<file path="config.mk">
export PLATFORM = sky130hd
export DESIGN_NAME = sync_fifo_flat
export DESIGN_NICKNAME = d
export VERILOG_FILES = /design/src/rtl/sync_fifo_pkg.sv /design/src/rtl/sync_fifo_if.sv /design/src/rtl/sync_fifo_mem.sv /design/src/rtl/sync_fifo.sv /design/src/flat_wrapper.sv
export SDC_FILE = /design/constraint.sdc
export NUM_CORES = 1
export LEC_CHECK = 0
export CORE_ASPECT_RATIO = 0.8
export CORE_MARGIN = 5
export CORE_UTILIZATION = 40
export DETAILED_ROUTE_END_ITERATION = 8
export PLACE_DENSITY = 0.66
export SLEW_MARGIN = 20
export SYNTH_ARGS = -nofsm -noshare
export SYNTH_HDL_FRONTEND = slang
export SYNTH_SLANG_ARGS = --single-unit
</file>
<file path="constraint.sdc">
create_clock -name clk -period 3 [get_ports clk]
set_input_delay 0.6 -clock clk [delete_from_list [all_inputs] [get_ports clk]]
set_output_delay 0.6 -clock clk [all_outputs]
set_load 0.02 [all_outputs]
</file>
<file path="src/rtl/sync_fifo_pkg.sv">
// Shared constants and types for the single-clock FIFO.
// The write side, the read side and the storage array all use these sizes.
package async_fifo_pkg;

   // Width of one stored word.
   localparam int FIFO_DATA_WIDTH     = 8;
   // Number of memory address bits.
   localparam int FIFO_MEM_ADDR_WIDTH = 4;
   // Number of words the FIFO can hold.
   localparam int FIFO_DEPTH          = 2 ** FIFO_MEM_ADDR_WIDTH;
   // Each pointer has one extra wrap bit, which separates full from empty.
   localparam int FIFO_PTR_WIDTH      = FIFO_MEM_ADDR_WIDTH + 1;

   typedef logic [FIFO_DATA_WIDTH-1:0]     fifo_data_t;
   typedef logic [FIFO_MEM_ADDR_WIDTH-1:0] fifo_addr_t;
   typedef logic [FIFO_PTR_WIDTH-1:0]      fifo_ptr_t;

endpackage : async_fifo_pkg

</file>
<file path="src/rtl/sync_fifo_if.sv">
// Producer/consumer handshake bundle for sync_fifo.
// The master modport is the traffic source and sink. The slave modport is the FIFO.
interface sync_fifo_if
   import async_fifo_pkg::*;
#(
   parameter int DSIZE = FIFO_DATA_WIDTH
);
   // Write side
   logic             winc;
   logic [DSIZE-1:0] wdata;
   logic             wfull;
   // Read side
   logic             rinc;
   logic [DSIZE-1:0] rdata;
   logic             rempty;

   modport master (
      output winc,
      output wdata,
      input  wfull,
      output rinc,
      input  rdata,
      input  rempty
   );

   modport slave (
      input  winc,
      input  wdata,
      output wfull,
      input  rinc,
      output rdata,
      output rempty
   );

endinterface : sync_fifo_if

</file>
<file path="src/rtl/sync_fifo_mem.sv">
// Storage array for sync_fifo.
// The write port is synchronous. The read port is asynchronous, so the head word
// appears on the output without waiting for a clock edge.
module fifo_mem
   import async_fifo_pkg::*;
#(
   parameter int DSIZE = FIFO_DATA_WIDTH,
   parameter int ASIZE = FIFO_MEM_ADDR_WIDTH
) (
   input  logic             clk,
   input  logic             wclken_i,
   input  logic [ASIZE-1:0] waddr_i,
   input  logic [DSIZE-1:0] wdata_i,
   input  logic [ASIZE-1:0] raddr_i,
   output logic [DSIZE-1:0] rdata_o
);
   localparam int DEPTH = 1 << ASIZE;

   // The array has no reset. Stale words are only visible while the FIFO is empty,
   // and rdata is meaningless in that state.
   logic [DSIZE-1:0] mem_q [DEPTH];

   // Write the addressed word when the top level accepts a write.
   always_ff @(posedge clk) begin
      if (wclken_i) begin
         mem_q[waddr_i] <= wdata_i;
      end
   end

   // The head word falls through combinationally.
   assign rdata_o = mem_q[raddr_i];

endmodule : fifo_mem

</file>
<file path="src/rtl/sync_fifo.sv">
// Single-clock, first-word-fall-through FIFO.
// This level holds the read/write pointers, the accept logic and the registered
// full/empty flags. Storage lives in fifo_mem.
module sync_fifo
   import async_fifo_pkg::*;
#(
   parameter int DSIZE = FIFO_DATA_WIDTH,
   parameter int ASIZE = FIFO_MEM_ADDR_WIDTH
) (
   input  logic        clk,
   input  logic        rst,
   sync_fifo_if.slave  bus
);
   localparam int                 PTR_W   = ASIZE + 1;
   localparam logic [PTR_W-1:0]   PTR_ONE = PTR_W'(1);

   logic [PTR_W-1:0] wptr_q, wptr_d;
   logic [PTR_W-1:0] rptr_q, rptr_d;
   logic             rempty_q, rempty_d;
   logic             wfull_q, wfull_d;
   logic             wen, ren;
   logic [DSIZE-1:0] mem_rdata;

   // Qualify the requests with the registered flags.
   // Each pointer then moves to its next value. The flags are derived from the
   // next-state pointers, so they settle one cycle after the operation.
   always_comb begin
      wen      = bus.winc & ~wfull_q;
      ren      = bus.rinc & ~rempty_q;
      wptr_d   = wen ? (wptr_q + PTR_ONE) : wptr_q;
      rptr_d   = ren ? (rptr_q + PTR_ONE) : rptr_q;
      rempty_d = (wptr_d == rptr_d);
      wfull_d  = (wptr_d[ASIZE] != rptr_d[ASIZE]) &&
                 (wptr_d[ASIZE-1:0] == rptr_d[ASIZE-1:0]);
   end

   // Pointer and flag registers. Reset wins over any request in the same cycle.
   always_ff @(posedge clk) begin
      if (rst) begin
         wptr_q   <= '0;
         rptr_q   <= '0;
         rempty_q <= 1'b1;
         wfull_q  <= 1'b0;
      end else begin
         wptr_q   <= wptr_d;
         rptr_q   <= rptr_d;
         rempty_q <= rempty_d;
         wfull_q  <= wfull_d;
      end
   end

   // Suppress the array write during reset, so that reset really overrides winc.
   fifo_mem #(
      .DSIZE (DSIZE),
      .ASIZE (ASIZE)
   ) u_mem (
      .clk      (clk),
      .wclken_i (wen & ~rst),
      .waddr_i  (wptr_q[ASIZE-1:0]),
      .wdata_i  (bus.wdata),
      .raddr_i  (rptr_q[ASIZE-1:0]),
      .rdata_o  (mem_rdata)
   );

   assign bus.rdata  = mem_rdata;
   assign bus.rempty = rempty_q;
   assign bus.wfull  = wfull_q;

endmodule : sync_fifo

</file>
<file path="src/flat_wrapper.sv">
// flat-port wrapper written by rule: the top's interface ports become plain ports
module sync_fifo_flat import async_fifo_pkg::*;
#(
   parameter int DSIZE = FIFO_DATA_WIDTH,
   parameter int ASIZE = FIFO_MEM_ADDR_WIDTH
)
  (clk, rst, bus_winc, bus_wdata, bus_wfull, bus_rinc, bus_rdata, bus_rempty);
  sync_fifo_if #(.DSIZE(DSIZE)) bus_i ();
  input  logic clk;
  input  logic rst;
  input wire logic [$bits(bus_i.winc)-1:0] bus_winc;
  input wire logic [$bits(bus_i.wdata)-1:0] bus_wdata;
  output wire logic [$bits(bus_i.wfull)-1:0] bus_wfull;
  input wire logic [$bits(bus_i.rinc)-1:0] bus_rinc;
  output wire logic [$bits(bus_i.rdata)-1:0] bus_rdata;
  output wire logic [$bits(bus_i.rempty)-1:0] bus_rempty;
  assign bus_i.winc = bus_winc;
  assign bus_i.wdata = bus_wdata;
  assign bus_wfull = bus_i.wfull;
  assign bus_i.rinc = bus_rinc;
  assign bus_rdata = bus_i.rdata;
  assign bus_rempty = bus_i.rempty;
  sync_fifo #(.DSIZE(DSIZE), .ASIZE(ASIZE)) u_core (.clk(clk), .rst(rst), .bus(bus_i));
endmodule
</file>
# --- After elaboration in Yosys (flattened, before gate mapping) ---
# Memory sizes are Yosys's and may differ from the RTL's. A register that Yosys moved wholly into a read port is not among the register bits.
# Index checks and enable logic that the tools add are counted.
word_totals:
  reg_bits: 12
  latch_bits: 0
  mem_bits_rw: 128
  mem_bits_ro: 0
  in_bits: 12
  out_inout_bits: 10
  memories: 1
memory_table:
  columns: ["memory", "depth", "width", "read_ports", "rd_ports_with_merged_regs", "wr", "line_no", "source"]
  rows:
  - ["u_core.u_mem.mem_q", 16, 8, 1, 1, 1, "sync_fifo_mem.sv:21", "logic [DSIZE-1:0] mem_q [DEPTH];"]
op_classes:
  addsub: 2
  multipliers: 0
  div: 0
  n_lt_le_gt_ge: 0
  n_eq_ne: 3
  shift: 0
  mux: 5
  bitwise: 6
  n_reduce_logical: 1
ops:
  columns: ["op", "count"]
  rows:
  - ["adder 5 x 1 -> 5 bit, second input constant", 2]
  - ["two-way mux 5 bit", 2]
  - ["== test 5 bit", 1]
  - ["== test 4 bit", 1]
  - ["two-way mux 4 bit", 1]
  - ["AND 1 bit", 3]
  - ["inverter 1 bit", 3]
  - ["two-way mux 1 bit", 2]
  - ["logical AND 1 bit", 1]
  - ["!= test 1 bit", 1]

# --- Depth between registers and ports, before layout ---
# Gate-level depths: netlist (run 1).
logic_depth:
  word_depth: 5
  mapped_depth: 6
  ltp_nobuf: 6

# --- By module ---
# A second synthesis (run 1) with hierarchy kept.
unflattened:
  cells_unflattened: 274
  hier_area_um2: 5532.8
modules_own_cells:
  columns: ["mod", "n_inst", "cells_per_inst", "area_per_inst_um2", "seq_area_each_um2"]
  rows:
  - ["fifo_mem", 1, 221, 4987.3, 3843.7]
  - ["sync_fifo", 1, 53, 545.5, 240.2]

# --- Least setup slack after synthesis (run 1) ---
# Ideal clock, no wire load.
synth_timing:
  kind: "reg2out"
  from: "register, netlist name u_core.rptr_q[1]"
  to: "output port bus_rdata[2]"
  arrival_time_ps: 1693
  slack_ps: 707
  stages_incl_launch_ff: 5
  n_path_buf: 2
  cell_sequence: "dfxtp_1 -> clkbuf_1 -> clkbuf_1 -> mux4_2 -> mux4_2"
synth_lines:
  columns: ["element", "line_no", "source"]
  rows:
  - ["end, declared", "flat_wrapper.sv:15", "output wire logic [$bits(bus_i.rdata)-1:0] bus_rdata;"]

==> results.rst, run 1 <==
.. list-table::
   :header-rows: 1

   * - Metric
     - Value
   * - Run status
     - finished clean
   * - Area added between synthesis and finish
     - 21.4%
   * - Flip-flop and latch count after synthesis
     - 140
   * - Post-Synthesis Cell Area
     - 0.00562 mm^2
   * - Horizontal die dimension
     - 142 um
   * - Initial antenna violation count
     - 0
   * - Total placed cells including tap cells
     - 476
   * - Worst path required time
     - about 2400 ps
   * - Gpl congestion
     - between 0.7 and 0.8
   * - Yosys warning total
     - 0
   * - Setup repair after global routing missed its margin
     - no
   * - Starting density of the core
     - 0.412
   * - Pwr dens
     - 712 mW/mm^2
   * - Routed wire length
     - 10.9 mm
   * - GRT Overall Usage
     - 0.144
   * - Ratio of cells with drive above 1 in the final layout
     - 0.243
   * - Average cell area after synthesis
     - 21.2 um^2
   * - Antenna diode instance count
     - 0
   * - Avg Vias per Cell
     - 5.16
   * - Leak pwr
     - 2.28 nW
   * - Buffers on Ports
     - 21
   * - Standard-cell row count
     - 38
   * - Synth Net Count
     - 282
   * - Residual overflow from global routing
     - 0
   * - Crit path launch type
     - flop
   * - Worst setup EP type
     - output port
   * - Gate count of the mapped netlist
     - around 270
   * - Origin of the worst setup path
     - u_core.rptr_q[0]$_SDFF_PP0_
   * - Setup violation total in the final timing report
     - 0
   * - Wire length of the first global-routing pass
     - 16.8 mm
   * - Slew HR
     - 0.564
   * - Category of the critical setup timing path
     - reg -> out
   * - Sequential-to-total area share from yosys stat
     - 0.727
   * - Core area
     - 0.0136 mm^2
   * - Start point of the worst min-delay path
     - u_core.rptr_q[4]$_SDFF_PP0_
   * - Fin nets
     - approximately 340
   * - Deepest clock path buffer count
     - 2
   * - Detail-routed net length per standard cell
     - 21.2 um
   * - Area contributors post-synth
     - sky130_fd_sc_hd__edfxtp_1 68%, sky130_fd_sc_hd__mux4_1 14%, sky130_fd_sc_hd__dfxtp_1 4.3%
   * - Crit Path Max Fanout
     - 17
   * - Post-Route Setup TNS
     - 0 ps
   * - Highest achievable clock rate
     - 343 MHz
   * - Num CTS Buffers
     - 17
   * - CTS root buf
     - sky130_fd_sc_hd__clkbuf_16
   * - Largest vdd supply drop
     - 391 uV
   * - DIE HEIGHT
     - approximately 120 um
   * - Classification of the worst-slack hold path
     - reg -> reg
   * - Share of the core filled with cells
     - 0.500
   * - Number of detailed-route iterations in the first pass
     - 5
   * - Post-Layout Cell Count
     - between 500 and 600
   * - IO Pins
     - 22
   * - Max-slew violations
     - 0
   * - Clk Latency, worst-skew pair
     - about 410 ps
   * - Clock transition at the register clock pins on the worst setup and hold paths after CTS
     - 60 ps
   * - H-tree depth
     - 4
   * - Clock sink count
     - 140
   * - Cell type contributing the most total cell area after synthesis
     - sky130_fd_sc_hd__edfxtp_1
   * - Maximum capacitance violations
     - 0
   * - Clock tree from TritonCTS
     - yes
   * - Pin count of the biggest net entering global routing
     - 36
   * - Data arrival, critical path
     - 2320 ps
   * - Final critical-path share of the clock period
     - 0.972
   * - Post-route minimum period
     - 2920 ps
   * - Die Area
     - 0.0165 mm^2
   * - Area share of the leading cell type in the synthesized netlist
     - 0.684
   * - Source of the worst register-to-register timing path
     - u_core.rptr_q[1]$_SDFF_PP0_
   * - Half-perimeter wire length after placement
     - about 6.8 mm
   * - # DRC
     - 0
   * - Skew final
     - about 7.6 ps
   * - Number of DRC markers after the initial detailed-route iteration
     - 239
   * - Number of distinct library cells after synthesis
     - 26
   * - Total via count after detailed routing
     - 2647
   * - Number of global-route vias before repair
     - 2749
   * - Transition time of the tightest slew-check pin
     - 652 ps
   * - Number of nets still failing antenna checks after routing
     - 0
   * - Final-report hold violation count
     - 0
[placed cells by master, fill, tap and decap left out, types with 4 or more instances in the layout]
master,Yosys,routed
sky130_fd_sc_hd__edfxtp_1,128,128
sky130_fd_sc_hd__mux4_1,30,26
sky130_fd_sc_hd__buf_4,0,25
sky130_fd_sc_hd__nor2_1,22,22
sky130_fd_sc_hd__clkbuf_16,0,17
sky130_fd_sc_hd__mux4_2,10,14
sky130_fd_sc_hd__clkdlybuf4s50_1,0,13
sky130_fd_sc_hd__dfxtp_1,12,11
sky130_fd_sc_hd__nand2_1,7,7
sky130_fd_sc_hd__xnor2_1,6,6
sky130_fd_sc_hd__inv_6,0,6
sky130_fd_sc_hd__clkbuf_2,0,6
sky130_fd_sc_hd__xor2_1,5,5
sky130_fd_sc_hd__ha_1,5,5
sky130_fd_sc_hd__bufinv_16,0,5
sky130_fd_sc_hd__nand2b_1,4,4
sky130_fd_sc_hd__nor3_1,4,4
[through the flow]
step	setup WS [ps]	area [um^2]	hold slack [ps]	power (mW)
5_1_grt	4.91	6820	557	5.03
4_1_cts	-1.73	6820	512	4.90
6_report	84.9	6820	506	4.86
3_3_place_gp	181	6170	491	2.60
3_5_place_dp	196	6170	506	2.61
2_1_floorplan	707	5620	479	2.46
[registers in the layout, summed over array words and instances, names as in the netlist]
signal	count
u_core.rptr_q	5
u_core.bus.rempty	1
u_core.wptr_q	5
u_core.u_mem.mem_q	128
u_core.bus.wfull	1
[where the power goes]
part / total, mW / leakage (nW) / internal (mW) / switching [mW]
sequential: 2.17 / 1.25 / 2.15 / 0.0143
clock: 2.29 / 0.321 / 1.49 / 0.802
combinational: 0.399 / 0.705 / 0.209 / 0.190
[path summary, 6_finish.rpt]
path | endpoint | slack [ps] | cells after the start
setup / recovery | bus_rdata[4] | 80 | 4
hold / removal | u_core.rptr_q[4]$_SDFF_PP0_ | 510 | 2
setup reg to reg | u_core.bus.wfull$_SDFF_PP0_ | 1070 | 7
hold reg to reg | u_core.rptr_q[4]$_SDFF_PP0_ | 510 | 2
[cells by family after synthesis]
kind of cell               share of synthesized area
AOI/OAI and AO/OA                            0.00490
muxes                                          0.184
DFF                                            0.727
xor gates and xnor gates                      0.0172
buffers and inverters                         0.0178
and+or+nand+nor                               0.0379
adders and majority gates                     0.0111
[cells in the mapped netlist]
library cell               count
sky130_fd_sc_hd__edfxtp_1    128
sky130_fd_sc_hd__mux4_1       30
sky130_fd_sc_hd__nor2_1       22
sky130_fd_sc_hd__dfxtp_1      12
sky130_fd_sc_hd__mux4_2       10
sky130_fd_sc_hd__nand2_1       7
sky130_fd_sc_hd__xnor2_1       6
sky130_fd_sc_hd__buf_2         5
sky130_fd_sc_hd__ha_1          5
sky130_fd_sc_hd__xor2_1        5
sky130_fd_sc_hd__clkbuf_1      4
sky130_fd_sc_hd__nand2b_1      4
sky130_fd_sc_hd__nor3_1        4
sky130_fd_sc_hd__buf_6         3
sky130_fd_sc_hd__inv_1         3
sky130_fd_sc_hd__a21oi_1       2
sky130_fd_sc_hd__mux2i_1       2
sky130_fd_sc_hd__nand3_1       2
sky130_fd_sc_hd__nand3b_1      2
sky130_fd_sc_hd__o21ai_0       2
sky130_fd_sc_hd__or3_1         2
sky130_fd_sc_hd__buf_8         1
sky130_fd_sc_hd__nand4_1       1
sky130_fd_sc_hd__nor2b_1       1
sky130_fd_sc_hd__nor4b_1       1
sky130_fd_sc_hd__o31ai_1       1
[worst max-delay path, stage by stage (launching register included)]
cell and delay, ps:
sky130_fd_sc_hd__dfxtp_2 390, sky130_fd_sc_hd__buf_12 180, sky130_fd_sc_hd__mux4_1 570, sky130_fd_sc_hd__mux4_2 470
sky130_fd_sc_hd__clkdlybuf4s15_1 300
[routing by layer]
metal	GRT usage	up-vias	routed length, um
met4	0.0551	0	149
met1	0.194	1343	4810
met3	0.0450	12	622
li1	-	1211	-
met5	0	-	0
met2	0.222	81	5280
[timing repair]
item                       in CTS  in global routing
gates resized for setup        18                 10
setup endpoints to repair       8                  8
buffers inserted                0                  5
gates cloned                    0                  0
hold buffers                    0                  0
pin swaps                       0                  0
[area by class of cell]
type                       count  area, um^2
timing repair buffer          49         423
inverter                       3        11.3
clock inverter                15         233
fill                        1072        6830
multi-input combinational    109        1420
tap                          180         225
sequential                   140        4090
clock buffer                  17         425
Power figures use the tool's default switching activity.
==> run 2: changes to the inputs <==
--- a/config.mk
+++ b/config.mk
@@ -5,11 +5,13 @@
 export SDC_FILE = /design/constraint.sdc
 export NUM_CORES = 1
 export LEC_CHECK = 0
+export CELL_PAD_IN_SITES_DETAIL_PLACEMENT = 0
+export CELL_PAD_IN_SITES_GLOBAL_PLACEMENT = 2
 export CORE_ASPECT_RATIO = 0.8
 export CORE_MARGIN = 5
 export CORE_UTILIZATION = 40
 export DETAILED_ROUTE_END_ITERATION = 8
-export PLACE_DENSITY = 0.66
+export PLACE_DENSITY = 0.78
 export SLEW_MARGIN = 20
 export SYNTH_ARGS = -nofsm -noshare
 export SYNTH_HDL_FRONTEND = slang
==> results.rst, run 2 (same netlist as run 1, synthesis figures left out) <==
.. list-table::
   :header-rows: 1

   * - Metric
     - Value
   * - Worst path required time
     - 2400 ps
   * - Num CTS Buffers
     - 17
   * - CTS root buf
     - sky130_fd_sc_hd__clkbuf_16
   * - Stages on the worst setup path
     - 4
   * - Data arrival, critical path
     - 2360 ps
   * - Total power
     - around 4.7 mW
   * - Starting density of the core
     - 0.412
   * - Clk Latency, worst-skew pair
     - 410 ps
   * - Clock sink count
     - 140
   * - Routed wire length
     - 11.7 mm
   * - Core area
     - ~0.014 mm^2
   * - Master of the slowest instance on the critical path
     - sky130_fd_sc_hd__mux4_1
   * - Total placed cells including tap cells
     - around 480
   * - Highest achievable clock rate
     - 338 MHz
   * - # DRC
     - 0
   * - Highest-count cells in the layout ignoring fill and taps
     - 128 x sky130_fd_sc_hd__edfxtp_1, 25 x sky130_fd_sc_hd__mux4_1, 22 x sky130_fd_sc_hd__nor2_1
   * - Ratio of cells with drive above 1 in the final layout
     - 0.222
   * - Transition time of the tightest slew-check pin
     - 575 ps
   * - Gpl congestion
     - 0.703
   * - Initial antenna violation count
     - 0
   * - Leak pwr
     - 2.22 nW
   * - Total via count after detailed routing
     - around 2.7k
   * - Number of buffer and inverter stages on the critical path
     - 2
   * - Die Area
     - 0.0165 mm^2
   * - Worst Hold Path Cells
     - 2
   * - Clock tree from TritonCTS
     - yes
   * - Crit-path max cell delay
     - 620 ps
   * - Maximum capacitance violations
     - 0
   * - Buffers on Ports
     - 21
   * - Crit Path Max Fanout
     - 11
   * - Final-report hold violation count
     - 0
   * - Residual overflow from global routing
     - 0
   * - Kind of cell with the highest combined delay on the critical path
     - multiplexers
   * - Largest register by flop count
     - u_core.u_mem.mem_q
   * - Wire length of the first global-routing pass
     - approximately 17 mm
   * - Horizontal die dimension
     - 142 um
   * - Number of global-route vias before repair
     - 2771
   * - Worst setup EP type
     - output port
   * - Area added between synthesis and finish
     - 20.5%
   * - Slew HR
     - 0.615
   * - Cell breakdown of the critical path
     - clkbuf_16, mux4_1, mux4_2, clkdlybuf4s15_2
   * - Standard-cell row count
     - 38
   * - Deepest clock path buffer count
     - 2
   * - Final hold slack
     - 516 ps
   * - Antenna diode instance count
     - 0
   * - Number of cell instances on the worst register-to-register path
     - 7
   * - Fin nets
     - 333
   * - Share of the core filled with cells
     - 0.496
   * - Number of nets still failing antenna checks after routing
     - 0
   * - Classification of the worst-slack hold path
     - reg -> reg
   * - IO Pins
     - 22
   * - Number of DRC markers after the initial detailed-route iteration
     - 267
   * - Category of the critical setup timing path
     - reg -> out
   * - Crit path launch type
     - flop
   * - Largest registers
     - u_core.u_mem.mem_q: 128 flops, u_core.rptr_q: 5 flops, u_core.wptr_q: 5 flops
   * - Post-Route Setup TNS
     - 0 ps
   * - Number of filler instances in the final layout
     - roughly 1.1k
   * - Clock transition at the register clock pins on the worst setup and hold paths after CTS
     - 60 ps
   * - Number of detailed-route iterations in the first pass
     - 4
   * - Skew final
     - 6.71 ps
   * - GRT Overall Usage
     - 0.149
   * - DIE HEIGHT
     - 116 um
   * - Post-route minimum period
     - 2960 ps
   * - H-tree depth
     - 4
   * - Run status
     - finished clean
   * - Max-slew violations
     - 0
   * - Final critical-path share of the clock period
     - 0.987
   * - Leading cell type in the layout, fill and taps excluded
     - sky130_fd_sc_hd__edfxtp_1
   * - Post-Layout Cell Count
     - 509
   * - Largest vdd supply drop
     - 479 uV
   * - Setup violation total in the final timing report
     - 0
   * - Detail-routed net length per standard cell
     - about 23 um
   * - Avg Vias per Cell
     - approximately 5.3
   * - Half-perimeter wire length after placement
     - 6.82 mm
   * - Pwr dens
     - about 700 mW/mm^2
   * - Pin count of the biggest net entering global routing
     - 36
   * - Flip-flop count of the largest register after layout
     - 128
run 2: cell count changes in the layout (fill, tap and decap cells not counted), moves of 2 or more:
cell / previous run / this run
sky130_fd_sc_hd__buf_4: 25 / 20
sky130_fd_sc_hd__clkinvlp_4: 0 / 4
sky130_fd_sc_hd__dlygate4sd2_1: 0 / 4
sky130_fd_sc_hd__inv_6: 6 / 2
sky130_fd_sc_hd__clkbuf_2: 6 / 3
sky130_fd_sc_hd__bufinv_16: 5 / 3
sky130_fd_sc_hd__clkbuf_1: 0 / 2
run 2: area by class of cell:
| class | count | area (um^2) | area share |
|---|---|---|---|
| multi-input combinational | 109 | 1410 | 0.209 |
| tap | 180 | 225 | 0.0333 |
| clock inverter | 13 | 168 | 0.0248 |
| clock buffer | 19 | 433 | 0.0640 |
| timing repair buffer | 45 | 427 | 0.0631 |
| inverter | 3 | 11.3 | 0.00166 |
| sequential | 140 | 4090 | 0.604 |
run 2: timing repair:
| action | in CTS | in global routing |
|---|---|---|
| gates cloned | 0 | 1 |
| hold buffers | 0 | 0 |
| hold endpoints to repair | 0 | 0 |
| gates resized for setup | 16 | 9 |
| buffers inserted | 0 | 0 |
| setup endpoints to repair | 8 | 8 |
run 2: final timing paths:
| check | from | to | slack (ps) |
|---|---|---|---|
| max | u_core.rptr_q[0]$_SDFF_PP0_ | bus_rdata[1] | 40 |
| min | u_core.rptr_q[4]$_SDFF_PP0_ | u_core.rptr_q[4]$_SDFF_PP0_ | 520 |
| max reg2reg | u_core.rptr_q[1]$_SDFF_PP0_ | u_core.bus.wfull$_SDFF_PP0_ | 1010 |
| min reg2reg | u_core.rptr_q[4]$_SDFF_PP0_ | u_core.rptr_q[4]$_SDFF_PP0_ | 520 |
run 2: per-layer routing:
metal  vias up  GRT usage  wire length (um)
met3        11     0.0437               601
met5         -          0                 0
met2        81      0.221              5500
met1      1417      0.209              5390
li1       1195          -                 -
met4         0     0.0570               181
run 2: power by group:
part           internal (mW)  switching, mW
logic                  0.205          0.188
clock network           1.31          0.782
registers               2.15         0.0155
run 2: stage by stage:
stage	area, um^2	setup WS, ps
CTS	6750	-21.2
detailed placement	6160	179
finish	6770	40.4
global route	6770	-14.3
floorplan	5620	707
global placement	6160	178
run 2: worst register-to-register path, stage by stage (launching register included):
cell,delay (ps)
sky130_fd_sc_hd__dfxtp_1,360
sky130_fd_sc_hd__buf_12,230
sky130_fd_sc_hd__ha_1,190
sky130_fd_sc_hd__nand3b_1,120
sky130_fd_sc_hd__or3_1,390
sky130_fd_sc_hd__nand2_1,110
sky130_fd_sc_hd__xor2_1,170
sky130_fd_sc_hd__nor4b_1,310
==> run 3: changes to the inputs <==
--- a/config.mk
+++ b/config.mk
@@ -5,13 +5,14 @@
 export SDC_FILE = /design/constraint.sdc
 export NUM_CORES = 1
 export LEC_CHECK = 0
+export ABC_AREA = 1
 export CELL_PAD_IN_SITES_DETAIL_PLACEMENT = 0
 export CELL_PAD_IN_SITES_GLOBAL_PLACEMENT = 2
 export CORE_ASPECT_RATIO = 0.8
 export CORE_MARGIN = 5
 export CORE_UTILIZATION = 40
 export DETAILED_ROUTE_END_ITERATION = 8
-export PLACE_DENSITY = 0.78
+export PLACE_DENSITY = 0.87
 export SLEW_MARGIN = 20
 export SYNTH_ARGS = -nofsm -noshare
 export SYNTH_HDL_FRONTEND = slang
==> results.rst, run 3 <==
.. list-table::
   :header-rows: 1

   * - Metric
     - Value
   * - Clock transition at the register clock pins on the worst setup and hold paths after CTS
     - roughly 60 ps
   * - Fraction of the mapped netlist area in compound gates
     - 0.0965
   * - Run status
     - finished clean
   * - Number of DRC markers after the initial detailed-route iteration
     - 253
   * - Worst setup EP type
     - output port
   * - Highest-count cells in the layout ignoring fill and taps
     - 128 x sky130_fd_sc_hd__edfxtp_1, 110 x sky130_fd_sc_hd__nor2_1, 79 x sky130_fd_sc_hd__nand2_1
   * - Synth Net Count
     - roughly 530
   * - Pin count of the biggest net entering global routing
     - 42
   * - Deepest clock path buffer count
     - 2
   * - IO Pins
     - 22
   * - Standard-cell row count
     - 39
   * - Post-route minimum period
     - 2860 ps
   * - DIE HEIGHT
     - 118 um
   * - Buffers on Ports
     - 21
   * - Initial antenna violation count
     - 0
   * - Transition time of the tightest slew-check pin
     - 610 ps
   * - Total via count after detailed routing
     - 3988
   * - Antenna diode instance count
     - 0
   * - Area contributors post-synth
     - sky130_fd_sc_hd__edfxtp_1 66%, sky130_fd_sc_hd__nor2_1 7.1%, sky130_fd_sc_hd__o21ai_0 5.9%
   * - Minimum setup slack after placement
     - about 480 ps
   * - Flip-flop and latch count after synthesis
     - 140
   * - Detail Route met3 WL
     - 808 um
   * - Area added between synthesis and finish
     - 19.4%
   * - Routed wire length
     - ~13 mm
   * - Max-slew violations
     - 0
   * - Synth cell count leaders
     - 128 x sky130_fd_sc_hd__edfxtp_1, 110 x sky130_fd_sc_hd__nor2_1, 79 x sky130_fd_sc_hd__nand2_1
   * - Post CTS Setup Buffer Count
     - 0
   * - Category of the critical setup timing path
     - reg -> out
   * - Post-Route Setup TNS
     - 0 ps
   * - Clock sink count
     - 140
   * - Post-Layout Cell Count
     - between 700 and 800
   * - Final hold slack
     - 552 ps
   * - Cell breakdown of the critical path
     - inv_2, buf_4, nor2_1, o211ai_1, nand3_1, nand3_1, clkdlybuf4s50_1
   * - Total placed cells including tap cells
     - about 720
   * - Synthesized-area fraction occupied by xor and xnor cells
     - 0
   * - Kind of cell with the highest combined delay on the critical path
     - buffers and inverters
   * - Avg Vias per Cell
     - 5.27
   * - Die Area
     - roughly 0.017 mm^2
   * - Fin nets
     - 577
   * - Final-report hold violation count
     - 0
   * - Final critical-path share of the clock period
     - 0.952
   * - Maximum capacitance violations
     - 0
   * - Leak pwr
     - 2.49 nW
   * - Gate count of the mapped netlist
     - 517
   * - Ratio of cells with drive above 1 in the final layout
     - 0.110
   * - CTS root buf
     - sky130_fd_sc_hd__clkbuf_16
   * - Dominant register cell in the synthesized netlist
     - sky130_fd_sc_hd__edfxtp_1
   * - Data arrival, critical path
     - 2260 ps
   * - Synthesized-area fraction occupied by adder cells
     - 0.0108
   * - Num CTS Buffers
     - 17
   * - Post-Synthesis Cell Area
     - 0.00581 mm^2
   * - Number of nets still failing antenna checks after routing
     - 0
   * - Share of cell area taken by muxes after synthesis
     - 0
   * - GRT Overall Usage
     - 0.167
   * - Slew HR
     - 0.592
   * - Number of global-route vias before repair
     - 3841
   * - Skew final
     - just over 7 ps
   * - Setup repair after global routing missed its margin
     - no
   * - Largest register by flop count
     - u_core.u_mem.mem_q
   * - Main combinational cell family by area after synthesis
     - simple AND/OR/NAND/NOR gates
   * - Routed metal-1 wirelength
     - approximately 5.9 mm
   * - Highest achievable clock rate
     - 350 MHz
   * - Yosys warning total
     - 0
   * - Average cell area after synthesis
     - approximately 11 um^2
   * - Fraction of the mapped netlist area in simple logic gates
     - 0.155
   * - Worst path required time
     - 2400 ps
   * - Wire length of the first global-routing pass
     - 21.3 mm
   * - Starting density of the core
     - 0.408
   * - Number of buffer and inverter stages on the critical path
     - 3
   * - Setup violation total in the final timing report
     - 0
   * - Clock tree from TritonCTS
     - yes
   * - Setup slack of the critical path after layout
     - 144 ps
   * - Post-synth EDFFs
     - 128
   * - Routed wl met2
     - between 6 and 7 mm
   * - Largest registers
     - u_core.u_mem.mem_q: 128 flops, u_core.rptr_q: 5 flops, u_core.wptr_q: 5 flops
   * - Detail-routed net length per standard cell
     - between 15 and 20 um
   * - Horizontal die dimension
     - around 140 um
   * - Top Layer Used
     - met4
   * - Flip-flop count of the largest register after layout
     - 128
   * - Post-synthesis async set-or-reset flop share
     - 0
   * - Crit Path Max Fanout
     - 24
   * - # DRC
     - 0
   * - Crit-path max cell delay
     - about 600 ps
   * - Area share of the leading cell type in the synthesized netlist
     - 0.661
   * - Worst path most repeated cell
     - sky130_fd_sc_hd__nand3_1
   * - Leading cell type in the layout, fill and taps excluded
     - sky130_fd_sc_hd__edfxtp_1
   * - Half-perimeter wire length after placement
     - about 8.2 mm
   * - H-tree depth
     - 4
   * - Clk Latency, worst-skew pair
     - 420 ps
   * - Number of distinct library cells after synthesis
     - 20
   * - Number of detailed-route iterations in the first pass
     - 5
   * - Largest vdd supply drop
     - 411 uV
   * - Share of the core filled with cells
     - 0.487
   * - Cell type contributing the most total cell area after synthesis
     - sky130_fd_sc_hd__edfxtp_1
   * - CTS hold repair buffers
     - 0
   * - Pwr dens
     - ~640 mW/mm^2
   * - Residual overflow from global routing
     - 0
   * - Core area
     - approximately 0.014 mm^2
   * - Classification of the worst-slack hold path
     - reg -> reg
   * - Crit path launch type
     - flop
   * - Gpl congestion
     - 0.753
   * - Master of the slowest instance on the critical path
     - sky130_fd_sc_hd__clkdlybuf4s50_1
   * - Cell with the most instances after synthesis
     - sky130_fd_sc_hd__edfxtp_1
   * - Sequential-to-total area share from yosys stat
     - 0.703
-- run 3: cell count changes after synthesis, sizes merged, moves of 4 or more --
| cell | delta |
|---|---|
| nor2 | +90 |
| nand2 | +74 |
| o21ai | +66 |
| mux4 | -40 |
| nand3 | +26 |
| inv | +19 |
| o211ai | +16 |
| o22ai | +16 |
| clkbuf | +9 |
| xnor2 | -6 |
| xor2 | -5 |
| nand2b | -4 |
-- run 3: area by class of cell --
class	instances	area, um^2
clock buffer	19	433
inverter	23	90.1
sequential	140	4090
tap	184	230
clock inverter	13	93.8
fill	1289	7310
multi-input combinational	331	1520
timing repair buffer	47	483
-- run 3: worst register-to-register path: stages, from the launching register on --
cell and delay (ps):
sky130_fd_sc_hd__dfxtp_2 410, sky130_fd_sc_hd__bufbuf_16 360, sky130_fd_sc_hd__ha_1 190, sky130_fd_sc_hd__nand3_1 150, sky130_fd_sc_hd__nor2_1 230, sky130_fd_sc_hd__inv_1 90, sky130_fd_sc_hd__nand2_1 70, sky130_fd_sc_hd__nand2_1 60
sky130_fd_sc_hd__nand2_1 70, sky130_fd_sc_hd__nand2_1 50, sky130_fd_sc_hd__nand3_1 70, sky130_fd_sc_hd__nand2_1 50
-- run 3: cells by family (layout without fill, tap and decap cells) --
kind of cell | Yosys count | after routing
buf+inv | 46 | 102
compound gates | 100 | 100
simple gates | 226 | 226
fa+ha+maj | 5 | 5
flops | 140 | 140
-- run 3: routing by layer --
| layer | vias up | track usage |
|---|---|---|
| li1 | 1910 | - |
| met1 | 1940 | 0.234 |
| met2 | 126 | 0.251 |
| met3 | 12 | 0.0422 |
| met4 | 0 | 0.0583 |
| met5 | - | 0 |
-- run 3: worst paths after layout --
check                                                 start                      endpoint  slack (ps)  depth (start not counted)
worst min register to register  u_core.rptr_q[4]$_SDFF_PP0_   u_core.rptr_q[4]$_SDFF_PP0_         550                          3
worst min-delay path            u_core.rptr_q[4]$_SDFF_PP0_   u_core.rptr_q[4]$_SDFF_PP0_         550                          3
worst max-delay path            u_core.rptr_q[0]$_SDFF_PP0_                  bus_rdata[1]         140                          7
worst max register to register  u_core.rptr_q[0]$_SDFF_PP0_  u_core.bus.rempty$_SDFF_PP1_        1090                         11
-- run 3: per-stage QoR --
| stage | total power, mW | instance area [um^2] |
|---|---|---|
| floorplan | 2.44 | 5810 |
| global placement | 2.60 | 6330 |
| detailed placement | 2.60 | 6330 |
| CTS | 4.46 | 6900 |
| global route | 4.60 | 6940 |
| finish | 4.42 | 6940 |
-- run 3: what timing repair did --
action,CTS,global route
cloned,1,0
endpoints found under the setup margin,1,7
gates resized for setup,1,14
-- run 3: where the power goes --
group	switching [mW]	internal, mW	total [mW]	leakage [nW]
Combinational	0.258	0.147	0.405	0.993
Clock	0.792	1.06	1.85	0.247
Sequential	0.0139	2.15	2.17	1.25
Total	1.06	3.36	4.42	2.49
